<file path="src/rtl/vga_scan_gen_if.sv">
// Pixel stream handshake between a pixel source and the VGA scan generator.
// The source drives data/valid; the scan generator answers with ready.
interface vga_scan_gen_if;
    logic [17:0] pix_data;   // {R[5:0], G[5:0], B[5:0]}
    logic        pix_valid;
    logic        pix_ready;

    modport master (
        output pix_data,
        output pix_valid,
        input  pix_ready
    );

    modport slave (
        input  pix_data,
        input  pix_valid,
        output pix_ready
    );
endinterface

</file>
<file path="src/rtl/vga_scan_gen.sv">
// VGA scan generator: derives a half-rate pixel enable from the system clock,
// walks the line/frame counters, pulls pixels over a ready/valid stream and
// registers colour, blank and sync outputs. Missing pixels are flagged sticky.
module vga_scan_gen #(
    parameter int unsigned H_ACTIVE = 640,
    parameter int unsigned H_FP     = 16,
    parameter int unsigned H_SYNC   = 96,
    parameter int unsigned H_BP     = 48,
    parameter int unsigned V_ACTIVE = 480,
    parameter int unsigned V_FP     = 10,
    parameter int unsigned V_SYNC   = 2,
    parameter int unsigned V_BP     = 33,
    parameter bit          SYNC_POL = 1'b0
) (
    input  logic       clk_50mhz,
    input  logic       rst_n,
    vga_scan_gen_if.slave pix,
    input  logic       underflow_clr,
    output logic [5:0] vga_r,
    output logic [5:0] vga_g,
    output logic [5:0] vga_b,
    output logic       vga_hsync,
    output logic       vga_vsync,
    output logic       blank,
    output logic       frame_start,
    output logic       underflow
);

    localparam int unsigned H_TOT = H_ACTIVE + H_FP + H_SYNC + H_BP;
    localparam int unsigned V_TOT = V_ACTIVE + V_FP + V_SYNC + V_BP;

    localparam logic [9:0] H_LAST    = 10'(H_TOT - 1);
    localparam logic [9:0] V_LAST    = 10'(V_TOT - 1);
    localparam logic [9:0] H_ACT_END = 10'(H_ACTIVE);
    localparam logic [9:0] V_ACT_END = 10'(V_ACTIVE);
    localparam logic [9:0] HS_BEGIN  = 10'(H_ACTIVE + H_FP);
    localparam logic [9:0] HS_END    = 10'(H_ACTIVE + H_FP + H_SYNC);
    localparam logic [9:0] VS_BEGIN  = 10'(V_ACTIVE + V_FP);
    localparam logic [9:0] VS_END    = 10'(V_ACTIVE + V_FP + V_SYNC);

    logic       ce;
    logic [9:0] hcnt;
    logic [9:0] vcnt;
    logic       active;
    logic       hs_region;
    logic       vs_region;
    logic       xfer;
    logic       starve;

    assign active    = (hcnt < H_ACT_END) && (vcnt < V_ACT_END);
    assign hs_region = (hcnt >= HS_BEGIN) && (hcnt < HS_END);
    assign vs_region = (vcnt >= VS_BEGIN) && (vcnt < VS_END);

    // Ready only on the pixel-enable clock of a visible pixel; never stalls.
    assign pix.pix_ready = ce & active;
    assign xfer          = pix.pix_ready & pix.pix_valid;
    assign starve        = pix.pix_ready & ~pix.pix_valid;

    // Pixel enable toggles every clock; counters advance on enabled clocks.
    always_ff @(posedge clk_50mhz or negedge rst_n) begin
        if (!rst_n) begin
            ce   <= 1'b0;
            hcnt <= '0;
            vcnt <= '0;
        end else begin
            ce <= ~ce;
            if (ce) begin
                if (hcnt == H_LAST) begin
                    hcnt <= '0;
                    vcnt <= (vcnt == V_LAST) ? '0 : vcnt + 10'd1;
                end else begin
                    hcnt <= hcnt + 10'd1;
                end
            end
        end
    end

    // Register colour/blank/sync for the current position; hold on non-enable clocks.
    always_ff @(posedge clk_50mhz or negedge rst_n) begin
        if (!rst_n) begin
            vga_r     <= '0;
            vga_g     <= '0;
            vga_b     <= '0;
            blank     <= 1'b1;
            vga_hsync <= ~SYNC_POL;
            vga_vsync <= ~SYNC_POL;
        end else if (ce) begin
            vga_r     <= xfer ? pix.pix_data[17:12] : 6'd0;
            vga_g     <= xfer ? pix.pix_data[11:6]  : 6'd0;
            vga_b     <= xfer ? pix.pix_data[5:0]   : 6'd0;
            blank     <= ~active;
            vga_hsync <= hs_region ? SYNC_POL : ~SYNC_POL;
            vga_vsync <= vs_region ? SYNC_POL : ~SYNC_POL;
        end
    end

    // Frame start is a single-clock pulse, aligned with the first pixel's outputs.
    always_ff @(posedge clk_50mhz or negedge rst_n) begin
        if (!rst_n) begin
            frame_start <= 1'b0;
        end else begin
            frame_start <= ce && (hcnt == '0) && (vcnt == '0);
        end
    end

    // Sticky underflow; a new starve event takes priority over a clear.
    always_ff @(posedge clk_50mhz or negedge rst_n) begin
        if (!rst_n) begin
            underflow <= 1'b0;
        end else if (starve) begin
            underflow <= 1'b1;
        end else if (underflow_clr) begin
            underflow <= 1'b0;
        end
    end

endmodule
</file>
<file path="src/flat_wrapper.sv">
// flat-port wrapper written by rule: the top's interface ports become plain ports
module vga_scan_gen_flat 
#(
    parameter int unsigned H_ACTIVE = 640,
    parameter int unsigned H_FP     = 16,
    parameter int unsigned H_SYNC   = 96,
    parameter int unsigned H_BP     = 48,
    parameter int unsigned V_ACTIVE = 480,
    parameter int unsigned V_FP     = 10,
    parameter int unsigned V_SYNC   = 2,
    parameter int unsigned V_BP     = 33,
    parameter bit          SYNC_POL = 1'b0
)
  (clk_50mhz, rst_n, underflow_clr, vga_r, vga_g, vga_b, vga_hsync, vga_vsync, blank, frame_start, underflow, pix_pix_data, pix_pix_valid, pix_pix_ready);
  vga_scan_gen_if pix_i ();
  input  logic clk_50mhz;
  input  logic rst_n;
  input  logic underflow_clr;
  output logic [5:0] vga_r;
  output logic [5:0] vga_g;
  output logic [5:0] vga_b;
  output logic vga_hsync;
  output logic vga_vsync;
  output logic blank;
  output logic frame_start;
  output logic underflow;
  input wire logic [$bits(pix_i.pix_data)-1:0] pix_pix_data;
  input wire logic [$bits(pix_i.pix_valid)-1:0] pix_pix_valid;
  output wire logic [$bits(pix_i.pix_ready)-1:0] pix_pix_ready;
  assign pix_i.pix_data = pix_pix_data;
  assign pix_i.pix_valid = pix_pix_valid;
  assign pix_pix_ready = pix_i.pix_ready;
  vga_scan_gen #(.H_ACTIVE(H_ACTIVE), .H_FP(H_FP), .H_SYNC(H_SYNC), .H_BP(H_BP), .V_ACTIVE(V_ACTIVE), .V_FP(V_FP), .V_SYNC(V_SYNC), .V_BP(V_BP), .SYNC_POL(SYNC_POL)) u_core (.clk_50mhz(clk_50mhz), .rst_n(rst_n), .pix(pix_i), .underflow_clr(underflow_clr), .vga_r(vga_r), .vga_g(vga_g), .vga_b(vga_b), .vga_hsync(vga_hsync), .vga_vsync(vga_vsync), .blank(blank), .frame_start(frame_start), .underflow(underflow));
endmodule
</file>
<file path="config.mk">
export PLATFORM = sky130hd
export DESIGN_NAME = vga_scan_gen_flat
export DESIGN_NICKNAME = d
export VERILOG_FILES = /design/src/rtl/vga_scan_gen_if.sv /design/src/rtl/vga_scan_gen.sv /design/src/flat_wrapper.sv
export SDC_FILE = /design/constraint.sdc
export NUM_CORES = 1
export LEC_CHECK = 0
export ABC_AREA = 1
export BUFFER_PORTS_ARGS = -buffer_cell sky130_fd_sc_hd__buf_2
export CAP_MARGIN = 20
export CORE_MARGIN = 5
export CORE_UTILIZATION = 40
export CTS_BUF_LIST = sky130_fd_sc_hd__clkbuf_16
export DETAILED_ROUTE_END_ITERATION = 16
export HOLD_SLACK_MARGIN = 0.03
export SYNTH_ARGS = -nofsm -noshare
export SYNTH_HDL_FRONTEND = slang
export SYNTH_SLANG_ARGS = --single-unit
export TNS_END_PERCENT = 30
</file>
<file path="constraint.sdc">
create_clock -name clk_50mhz -period 2.65 [get_ports clk_50mhz]
set_input_delay 0.53 -clock clk_50mhz [delete_from_list [all_inputs] [get_ports clk_50mhz]]
set_output_delay 0.53 -clock clk_50mhz [all_outputs]
set_load 0.01 [all_outputs]
</file>
==> results of run 1 <==
## routing by layer
metal | wire length [µm] | track usage [%] | vias up
li1 | - | - | 980
met1 | 2319 | 18.36 | 859
met2 | 2140 | 22.60 | 57
met3 | 331 | 4.024 | 5
met4 | 46 | 5.324 | 0
met5 | 0 | 0 | -
## cells by family after synthesis
| logic type | after synthesis | synth area share, % |
|---|---|---|
| and+or+nand+nor | 169 | 33.16 |
| buffers and inverters | 46 | 8.685 |
| DFF | 44 | 49.80 |
| AOI/OAI and AO/OA | 18 | 4.343 |
| adders and majority gates | 5 | 2.820 |
| xor gates and xnor gates | 3 | 1.185 |
## final cells by class
class,count,area [µm²],share of cell area [%]
Timing Repair Buffer,47,240.2,9.078
Multi-Input combinational cell,195,920.9,34.80
Sequential cell,44,1105,41.75
Tap cell,72,90.09,3.404
Inverter,40,150.1,5.674
Clock buffer,5,125.1,4.728
Clock inverter,3,15.01,0.5674
## sequential cells by signal, indices dropped and copies added (netlist names)
signal              count
u_core.underflow        1
u_core.vga_hsync        1
u_core.vga_g            6
u_core.frame_start      1
u_core.blank            1
u_core.vga_r            6
u_core.ce               1
u_core.vga_vsync        1
u_core.vcnt            10
u_core.vga_b            6
u_core.hcnt            10
## power by group
part           switching, µW  total (µW)  internal (µW)
clock network            257         600            343
registers               7.70         695            687
logic                   41.6        70.5           28.9
## Yosys cell counts
| cell type | number | area (µm²) |
|---|---|---|
| sky130_fd_sc_hd__nand2_1 | 99 | 371.6 |
| sky130_fd_sc_hd__dfrtp_1 | 41 | 1026 |
| sky130_fd_sc_hd__inv_1 | 35 | 131.4 |
| sky130_fd_sc_hd__nor2_1 | 25 | 93.84 |
| sky130_fd_sc_hd__nand3_1 | 19 | 95.09 |
| sky130_fd_sc_hd__nor3_1 | 9 | 45.04 |
| sky130_fd_sc_hd__o21ai_0 | 8 | 40.04 |
| sky130_fd_sc_hd__nand4_1 | 6 | 37.54 |
| sky130_fd_sc_hd__o21ai_1 | 6 | 30.03 |
| sky130_fd_sc_hd__ha_1 | 5 | 62.56 |
| sky130_fd_sc_hd__inv_2 | 4 | 15.01 |
| sky130_fd_sc_hd__buf_2 | 3 | 15.01 |
| sky130_fd_sc_hd__dfstp_2 | 3 | 78.83 |
| sky130_fd_sc_hd__nor2_2 | 3 | 18.77 |
| sky130_fd_sc_hd__xor2_1 | 3 | 26.28 |
| sky130_fd_sc_hd__buf_6 | 2 | 22.52 |
| sky130_fd_sc_hd__nand2_2 | 2 | 12.51 |
| sky130_fd_sc_hd__nand3_2 | 2 | 20.02 |
| sky130_fd_sc_hd__nor2_4 | 2 | 22.52 |
| sky130_fd_sc_hd__o22ai_1 | 2 | 12.51 |
| sky130_fd_sc_hd__a21oi_1 | 1 | 5.000 |
| sky130_fd_sc_hd__clkbuf_2 | 1 | 5.000 |
| sky130_fd_sc_hd__clkinv_1 | 1 | 3.750 |
| sky130_fd_sc_hd__nand4_2 | 1 | 12.51 |
| sky130_fd_sc_hd__o21ai_2 | 1 | 8.760 |
| sky130_fd_sc_hd__or2_2 | 1 | 6.260 |
## critical path: stages, from the launching register on
cell,delay [ps]
sky130_fd_sc_hd__dfrtp_1,560
sky130_fd_sc_hd__nand2_1,100
sky130_fd_sc_hd__clkinv_1,70
sky130_fd_sc_hd__nand3_2,130
sky130_fd_sc_hd__inv_1,110
sky130_fd_sc_hd__buf_2,140
## per-stage QoR
step | cells | total power, µW | setup slack (ps)
final | 406 | 1365 | 724.6
after global routing | 406 | 1420 | 582.2
after CTS | 406 | 1384 | 713.6
after detailed placement | 398 | 779.8 | 838.5
after global placement | 398 | 779.5 | 909.8
after floorplan | 285 | 730.8 | 1307
## worst max-delay path by stage
stage / endpoint / slack (ps) / cells after the start
floorplan: pix_pix_ready / 1310 / 3
global placement: u_core.vcnt[5] / 910 / 5
detailed placement: u_core.vcnt[4] / 840 / 5
CTS: pix_pix_ready / 710 / 5
global route: pix_pix_ready / 580 / 5
finish: pix_pix_ready / 720 / 5
==> results.txt, run 1 <==
The number of warning messages in the yosys log came out at 0. The ratio of total power to cell area came out at 515.9 nW/µm². The final design area excluding fillers came out at 2646 µm².

The initial antenna violation count came out at 0. The die boundary height came out at 84.47 µm. The critical path capture point type is an output pin. The total of fill cells in the finished design came out at 546. In this run the tightest slew margin relative to its limit is 50.09%. The number of max-cap violations came out at 0. The floorplan step set the die width to 84.47 µm.

The startpoint identified for the worst register-to-register timing path is u_core.ce. The post-CTS setup buffer count came out at 0. The post-route DRC violation count is 0. The flow ran to the end, and the final reports show no timing, DRC or antenna violations. The minimum period implied by the final worst setup slack is 1925 ps. The library cell used most frequently in the layout, excluding fill and tap cells, is sky130_fd_sc_hd__nand2_1. The standard-cell row count came out at 27. The total routing resource utilization after global routing came out at 14.17%. The count of final hold-check violations was 0. The clock drives 44 sinks. The worst setup path is launched from a register. The proportion of layout cells with a drive suffix above 1 came out at 21.56%. The post-place instance area is 2506 µm².

The path class of the lowest-slack min-delay path is in2async. The ratio of routed vias to standard cells is 4.682. Cells fill 48.65% of the core in the end.

The clock tree root driver cell is sky130_fd_sc_hd__clkbuf_16. Of all nets on the critical path, the largest fanout is 14. Leaving out fill and tap cells, the most frequent cells in the layout are sky130_fd_sc_hd__nand2_1, sky130_fd_sc_hd__buf_2, sky130_fd_sc_hd__dfrtp_1. In the final design database the tool counted 360 nets. Buffers inserted to repair hold after CTS numbered 0.

The count of pins on the block boundary came out at 46. TritonCTS built the clock tree. The post-cts resize count came out at 0. For this block, the initial DRC count from the detailed router was 99. The number of flip-flops and latches in the synthesized netlist is 44. The clock-pin slew on the worst setup and hold paths came out at 60 ps.

Clock tree synthesis inserted a total of 5 buffers. The count of nets left with antenna violations once routing finished came out at 0. The worst register-to-register path has a setup slack of 870 ps.

The length of the first detailed-routing pass in iterations is 4. The effective utilization at floorplan came out at 40.79%. The synthesized area per cell is 7.784 µm². The clock passes through at most 2 buffers.

The routed layout has 1901 vias. The worst-case reg-to-reg path depth is 5. STA puts the critical path data required time at 2120 ps. The number of nets handed over by synthesis was 312.

The average wire per cell in the routed design is 11.91 µm. The gate count of the mapped netlist is 285. Global routing finished with a remaining overflow of 0. The number of antenna repair diodes is 0.

The later-pin clock latency in the skew report came out at 290 ps. The part of the cycle the worst path needs came out at 72.66%. At the pin with the least slew margin, the transition time is 747.9 ps. The unique cell type count in the Yosys netlist came out at 26. The maximum vdd drop came out at 0.3147 mV. The total area inside the core boundary comes to 5439 µm². The area of the die is 7135 µm². On the final layout, the worst clock skew is 5.772 ps.

The proportion of synthesized chip area in sequential cells came out at 49.80%. The number of global-route vias before repair is 1922. After legalization and detailed placement, the total HPWL measured 3.532 mm. In this run the static leakage power is 0.001427 µW. The number of port buffers came out at 45.

The critical register-to-register path endpoint is u_core.vcnt[4]. Adding up every negative setup slack in the final design gives 0 ps. The critical path start-end classification is reg2out. The routability congestion estimate is 0.8781. The pin count of the biggest net entering global routing is 24. The mapped cell area came out at 2218 µm². Setup violations remaining at the end of the flow were counted as 0.

The final count of pins violating max slew came out at 0. The start point of the critical path is u_core.ce. Setup repair after global routing left no endpoint under its margin. Relative to the synthesized area, the layout overhead comes to 19.29%. The worst path arrival time came out at 1400 ps.

After detailed routing, the total wire length is 4.837 mm. The wire length of the first global-routing pass is 8.390 mm. For this run, the top clock speed supported by timing is 519.4 MHz. The maximum level of the CTS H-tree came out at 2. The worst slack on hold paths is 181.9 ps.
No activity file was read; power rests on OpenSTA's default activity.
==> run 2: changes to the inputs <==
Clock period 2.65 ns to 1.69 ns, I/O delays scaled along.
==> run 2 against run 1 <==
  * Final cell count increased by 0.99%
  * Clock power grew 110%
  * Final area rose by 4.4%
  * Critical path depth increased by 1
  * Sequential power is 57% higher
  * Setup slack lost 650 ps
  * Non-clock buffer count grew 4
  * Count of clock-buffer cells in the layout is the same
  * Sequential cell count unchanged
==> results.txt, run 2 (same netlist as run 1, synthesis figures left out) <==
Clock latency on the worst-skew pair, taken at its later pin, is 290 ps. In this run the register-to-register setup slack is 220 ps. The x dimension of the die came out at 84.47 µm. The die boundary height came out at 84.47 µm. The worst path required time is 1350 ps.

The worst slew margin relative to its limit is 71.23%. The library cell used most frequently in the layout, excluding fill and tap cells, is sky130_fd_sc_hd__nand2_1. The final global-route overflow total came out at 0. The sequential share of power is 44.6%. The routability congestion estimate is 0.8105.

The final count of pins violating max slew came out at 0. TritonCTS built the clock tree. The worst register-to-register path begins at u_core.vcnt[5]. The power share of the clock group is 50.7%. Wires add up to 4.984 mm.

The number of clock buffers added by TritonCTS is 5. Derived from the worst setup path, the maximum achievable clock frequency is 619.2 MHz. The number of antenna repair diodes is 0. STA classifies the critical path endpoint as an output pin. The number of clock sinks came out at 44. The initial antenna violation count came to 0.

The category of the worst setup path launch point is a register. The detailed router finished its first iteration with 147 violations. Summing all multi-input logic gate instances after layout gives 940.9 µm². The maximum level of the CTS H-tree is 2. The number of global-route vias before repair is 1921. The measured slew at the worst slew-check pin is 431.6 ps.

The area of the die is 7135 µm². Setup repair after global routing left no endpoint under its margin. The total via count after detailed routing came out at 1927. The flow ran to the end, and the final reports show no timing, DRC or antenna violations. The first global-routing pass estimated 8.907 mm of wire. The met3 wirelength from detailed routing came out at 337 µm. The worst-case reg-to-reg path depth is 6. After layout, the worst setup slack is 74.96 ps. The proportion of layout cells with a drive suffix above 1 is 23.67%. The aggregate negative setup slack came out at 0 ps. Power spread over the standard cell area amounts to 884.3 nW/µm².

The path with the worst hold slack has its endpoint at u_core.vga_g[5]. The clock tree root driver cell is sky130_fd_sc_hd__clkbuf_16. The total routing resource utilization after global routing came out at 15.15%. At the placement stage, the worst setup path has a slack of 212.8 ps. For this configuration, the core starts out at a cell density of 40.79%. The core outline area came out at 5439 µm². The minimum period implied by the final worst setup slack came out at 1615 ps. The switching share of total power came out at 19.49%. The tool flagged a number of max-cap violations equal to 0. The area added between synthesis and finish came out at 24.53%. After detailed routing, the number of vias per cell comes to 4.700.

The clock tree skew after final layout is 7.166 ps. The clock tree buffer depth came out at 2. The sum of met2 wire segment lengths after detailed routing is 2.212 mm.

The post-route DRC violation count is 0. Before antenna repair, the detailed router went through 5 iterations. The wire length the detailed router placed on met1 came out at 2.378 mm.

Across the VDD grid, the largest voltage drop is 0.4220 mV. The critical register-to-register path endpoint is u_core.vcnt[1]. The internal portion of the total power is 1967 µW.

The maximum fanout count along the critical path is 4. The uppermost signal routing layer after detailed routing is met4. The remaining antenna violation count after routing is 0. The switching power came out at 476.0 µW.

The worst hold path belongs to the class in2reg. The HPWL reported at the end of detailed placement came out at 3.617 mm. The static leakage is 0.001490 µW.

In the layout the commonest cells are sky130_fd_sc_hd__nand2_1, sky130_fd_sc_hd__buf_2, sky130_fd_sc_hd__dfrtp_1. The register cell area after layout came out at 1107 µm². The worst path arrival time is 1280 ps. The largest registers in the layout are u_core.hcnt (10), u_core.vcnt (10). After detailed routing, the average wire length per cell comes to 12.16 µm. In the final design database the tool counted 364 nets. The part of the cycle the worst path needs is 95.56%. The critical path start-end classification is reg2out.

The final number of setup-violating endpoints came out at 0. The count of final hold-check violations came out at 0. The number of stages on the worst hold path is 3. The standard-cell row count came out at 27. The start point of the worst min-delay path is pix_pix_data[11].

The layout has 514 filler cells. Clock-pin slew was measured on the worst setup and hold paths at 60 ps. The number of port buffers came out at 45. The pin count of the biggest net entering global routing is 29. The combinational cell fraction of total power came out at 4.6%. The count of pins on the block boundary came out at 46.
run 2: worst max path at each step:
stage | from | to | depth (start not counted)
after floorplan | u_core.hcnt[1] | u_core.hcnt[9] | 8
after global placement | u_core.hcnt[1] | u_core.vcnt[2] | 8
after detailed placement | u_core.hcnt[1] | u_core.vcnt[9] | 8
after CTS | u_core.vcnt[8] | pix_pix_ready | 6
after global routing | u_core.vcnt[9] | pix_pix_ready | 6
final | u_core.vcnt[9] | pix_pix_ready | 6
run 2: metal layers:
metal / vias to the layer above / GRT usage (%)
met4: 0 / 3.885
met1: 867 / 20.04
met3: 6 / 4.612
met2: 60 / 24.32
met5: - / 0
li1: 994 / -
run 2: power by group through the flow:
stage,Clock (µW),Combinational [µW],Sequential [µW]
after floorplan,0,26.0,1120
final,1240,114,1090
after global placement,0,115,1110
after CTS,1270,118,1090
after detailed placement,0,117,1110
after global routing,1320,133,1090
run 2: metrics by stage:
stage          instances  area [µm²]  util [%]  power, µW  hold WS, ps
5_1_grt              410        2763     50.79       2542        248.7
3_5_place_dp         399        2526     46.45       1224        302.6
2_1_floorplan        285        2218         -       1146        42.41
6_report             410        2763     50.79       2443        242.4
3_3_place_gp         399        2526     46.45       1223        305.1
4_1_cts              409        2733     50.24       2474        239.9
run 2: cell type report:
class / count / area share [%]
Clock buffer: 5 / 4.529
Multi-Input combinational cell: 195 / 34.06
Sequential cell: 44 / 40.08
Clock inverter: 3 / 2.310
Tap cell: 72 / 3.261
Inverter: 40 / 5.435
Timing Repair Buffer: 51 / 10.33
run 2: timing repair:
action,in CTS,in global routing
gates resized for setup,0,6
hold buffers,1,0
buffers inserted,1,1
hold endpoints to repair,16,0
endpoints found under the setup margin,1,1
run 2: worst max-delay path, cell delays in order, from the launching register on:
cell and delay [ps]:
sky130_fd_sc_hd__dfrtp_1 410, sky130_fd_sc_hd__inv_2 120, sky130_fd_sc_hd__nand2_1 60, sky130_fd_sc_hd__clkinv_1 80, sky130_fd_sc_hd__nand3_4 100, sky130_fd_sc_hd__inv_1 90
sky130_fd_sc_hd__buf_2 130
==> run 3: changes to the inputs <==
Settings changed: ABC_AREA 1 to unset.
==> run 3 against run 2 <==
  * First-iteration DRC count fell by 63%
  * Utilization grew 4.9 points
  * Maximum frequency fell by 2.1%
  * Global-route usage fell by 0.43 points
  * Critical path type unchanged
  * Final area shrank 3.4%
  * Count of clock-buffer cells in the layout is the same
  * Wire length down 12%
  * Sequential share of layout area is 1.4 points higher
==> results.txt, run 3 <==
Based on the critical path, the design can be clocked at up to 606.4 MHz. The number of global-route vias before repair was 1572. Leaving out fill and tap cells, the most frequent cell in the layout is sky130_fd_sc_hd__buf_2. The worst slew margin relative to its limit came out at 53.82%. The number of max-cap violations came out at 0. The count of final hold-check violations came out at 0. The standard-cell row count came out at 25.

Counting cells, the worst reg-to-reg path comes to 4. The worst setup path is of the reg2out kind. TritonCTS built the clock tree. The initial DRC count is 54. The die is 80.70 µm tall. The part of the cycle the worst path needs is 97.58%. STA classifies the critical path startpoint as a register. The internal portion of total power is 1819 µW. The library cells used most frequently in the layout, excluding fill and tap cells, are sky130_fd_sc_hd__buf_2, sky130_fd_sc_hd__dfrtp_1, sky130_fd_sc_hd__buf_4.

Setup repair after global routing could not meet its margin everywhere. In the final routed layout, each cell accounts on average for 14.21 µm. The clock tree skew after final layout is 3.045 ps.

The congestion estimate from routability-driven global placement came to 0.7654. The number of clock sinks came out at 44. The run finished with clean final reports. The x dimension of the die is 80.70 µm. The static leakage came out at 0.001394 µW. The number of warning messages in the yosys log came out at 0.

The number of port buffers is 45. The final count of pins violating max slew came to 0. The commonest register cell after synthesis is sky130_fd_sc_hd__dfrtp_1. The proportion of synthesized chip area in sequential cells is 55.26%. The area added between synthesis and finish came out at 33.42%. The post-route DRC violation count came out at 0. For the pin with the worst max-slew slack, the measured transition is 692.0 ps.

The finished layout holds 310 standard cells, fillers aside. The total of fill cells in the finished design is 426. The total routing resource utilization after global routing is 14.72%. Across the VDD grid, the largest voltage drop is 0.3672 mV. The post-placement worst setup slack is -39.80 ps. The worst path required time came out at 1350 ps. The worst setup path is captured at an output pin. The number of nets in the synthesized netlist is 199. Yosys instantiated no cell more often than sky130_fd_sc_hd__dfrtp_1.

The combinational cell fraction of total power came out at 5.1%. After synthesis, the cell types taking the most area are sky130_fd_sc_hd__dfrtp_1, sky130_fd_sc_hd__a22o_1, sky130_fd_sc_hd__dfstp_2. The count of pins on the block boundary is 46.

Counting distinct cell types in the post-synthesis netlist gives 35. The switching power is 437.2 µW. The mapped cell area is 1999 µm².

The power share of the clock group came out at 46.7%. After layout, the worst setup slack is 40.89 ps. The share of synthesized registers carrying an async set or reset is 100.0%.

The length of the first detailed-routing pass in iterations is 4. The core outline area came out at 4786 µm². The first global-routing pass estimated 7.389 mm of wire.

The number of stages on the worst hold path came out at 2. The switching share of total power is 19.38%. Dividing the detail-routed via count by the number of cells gives 5.000. The clock tree buffer depth came out at 2. The count of nets left with antenna violations once routing finished came out at 0. The number of flip-flops and latches in the synthesized netlist came out at 44.

The maximum fanout count along the critical path is 2. The final number of setup-violating endpoints came out at 0. The sequential share of power came out at 48.3%. After synthesis, the most frequently instantiated cells are sky130_fd_sc_hd__dfrtp_1, sky130_fd_sc_hd__a22o_1, sky130_fd_sc_hd__inv_1, sky130_fd_sc_hd__nand2_1, sky130_fd_sc_hd__o21ai_0.

The pin count of the biggest net entering global routing came out at 21. The cell accounting for the most synthesized area is sky130_fd_sc_hd__dfrtp_1. The clock tree root driver cell is sky130_fd_sc_hd__clkbuf_16. The clock-pin slew on the worst setup and hold paths came out at 60 ps. The HPWL reported at the end of detailed placement came out at 3.162 mm.

The top cell type by area accounts for 51.31% of the synthesized area. The total wire length is 4.405 mm. The maximum level of the CTS H-tree is 2. The initial antenna violation count came to 0.

The gate count of the mapped netlist is 172. Including well taps, the total number of placed cells is 295. The number of buffers added by the clock tree synthesis step came out at 5.

The post-route netlist has 38.27% of its cells at a drive strength greater than 1. The total via count after detailed routing is 1550. The synthesized area per cell is 11.62 µm². The largest registers in the layout are u_core.hcnt (10), u_core.vcnt (10).

For the worst setup path, the data arrival time is 1310 ps. The effective utilization at floorplan is 41.78%. The worst hold path belongs to the class in2reg.

The number of enable flip-flop cells after synthesis is 0. The area of the die is 6512 µm². The minimum period implied by the final worst setup slack came out at 1649 ps.

The ratio of total power to cell area is 845.7 nW/µm². The number of antenna repair diodes came out at 0. The final layout contains 269 nets. The later-pin clock latency in the skew report came out at 280 ps. Summed over all layers, the global routing overflow is 0. The utilization of the core after routing is 55.74%.
## run 3: final timing paths
kind                       slack [ps]            from               end
setup / recovery                   40  u_core.hcnt[7]     pix_pix_ready
hold / removal                    250   pix_pix_valid  u_core.underflow
setup reg to reg                   80  u_core.hcnt[0]    u_core.vcnt[3]
hold reg to reg                   490    u_core.blank      u_core.blank
max in group asynchronous         530           rst_n  u_core.vga_vsync
min in group asynchronous         540           rst_n   u_core.vga_g[2]
## run 3: layout make-up
type / instances / area (µm²) / share of cell area (%)
clock buffers: 5 / 125.1 / 4.690
multi-input cells: 112 / 860.8 / 32.27
flip-flops and latches: 44 / 1107 / 41.51
well taps: 67 / 83.83 / 3.143
clock inverters: 3 / 38.79 / 1.454
repair buffers: 69 / 414.1 / 15.53
inverters: 10 / 37.54 / 1.407
## run 3: kinds of logic (layout without fill, tap and decap cells)
kind of cell / Yosys count / count (layout) / synth area share (%)
buffers and inverters: 16 / 87 / 3.379
multiplexers: 2 / 2 / 1.001
AO/OA/AOI/OAI: 35 / 35 / 13.20
XOR/XNOR: 11 / 11 / 4.819
flip-flops: 44 / 44 / 55.26
AND/OR/NAND/NOR: 59 / 59 / 19.21
adder cells (fa/ha/maj): 5 / 5 / 3.129
## run 3: worst max-delay path, cell delays in order (launching register included)
cell and delay [ps]:
sky130_fd_sc_hd__dfrtp_1 410, sky130_fd_sc_hd__o21ai_2 130, sky130_fd_sc_hd__nand4b_1 160, sky130_fd_sc_hd__buf_4 180, sky130_fd_sc_hd__inv_2 50, sky130_fd_sc_hd__buf_6 90
## run 3: per-layer routing
metal / global-route usage, % / part of all wire [%] / up-vias
met4: 4.899 / 0.77 / 0
met2: 23.18 / 47 / 44
li1: - / - / 772
met1: 18.83 / 46 / 730
met5: 0 / 0 / -
met3: 5.269 / 6.7 / 4
## run 3: per-stage QoR
| stage | setup TNS [ps] | total power (µW) | area (µm²) | hold slack (ps) |
|---|---|---|---|---|
| after floorplan | 0 | 1147 | 1999 | 42.41 |
| after global placement | 0 | 1223 | 2406 | 292.3 |
| after detailed placement | -434.4 | 1223 | 2406 | 294.5 |
| after CTS | 0 | 2300 | 2638 | 240.4 |
| after global routing | -329.8 | 2360 | 2668 | 240.5 |
| final | 0 | 2256 | 2668 | 246.7 |
## run 3: timing repair
action / 4_1_cts / 5_1_grt
gates cloned: 0 / 0
setup buffers: 6 / 0
pin swaps: 2 / 1
resized for setup: 6 / 6
endpoints found under the hold margin: 18 / 0
setup endpoints to repair: 19 / 26
hold buffers: 1 / 0
## run 3: power by group through the flow
| stage | Clock, µW | Combinational, µW | Sequential (µW) |
|---|---|---|---|
| 5_1_grt | 1140 | 130 | 1090 |
| 2_1_floorplan | 0 | 26.6 | 1120 |
| 3_3_place_gp | 0 | 115 | 1110 |
| 6_report | 1050 | 114 | 1090 |
| 4_1_cts | 1090 | 118 | 1090 |
| 3_5_place_dp | 0 | 115 | 1110 |
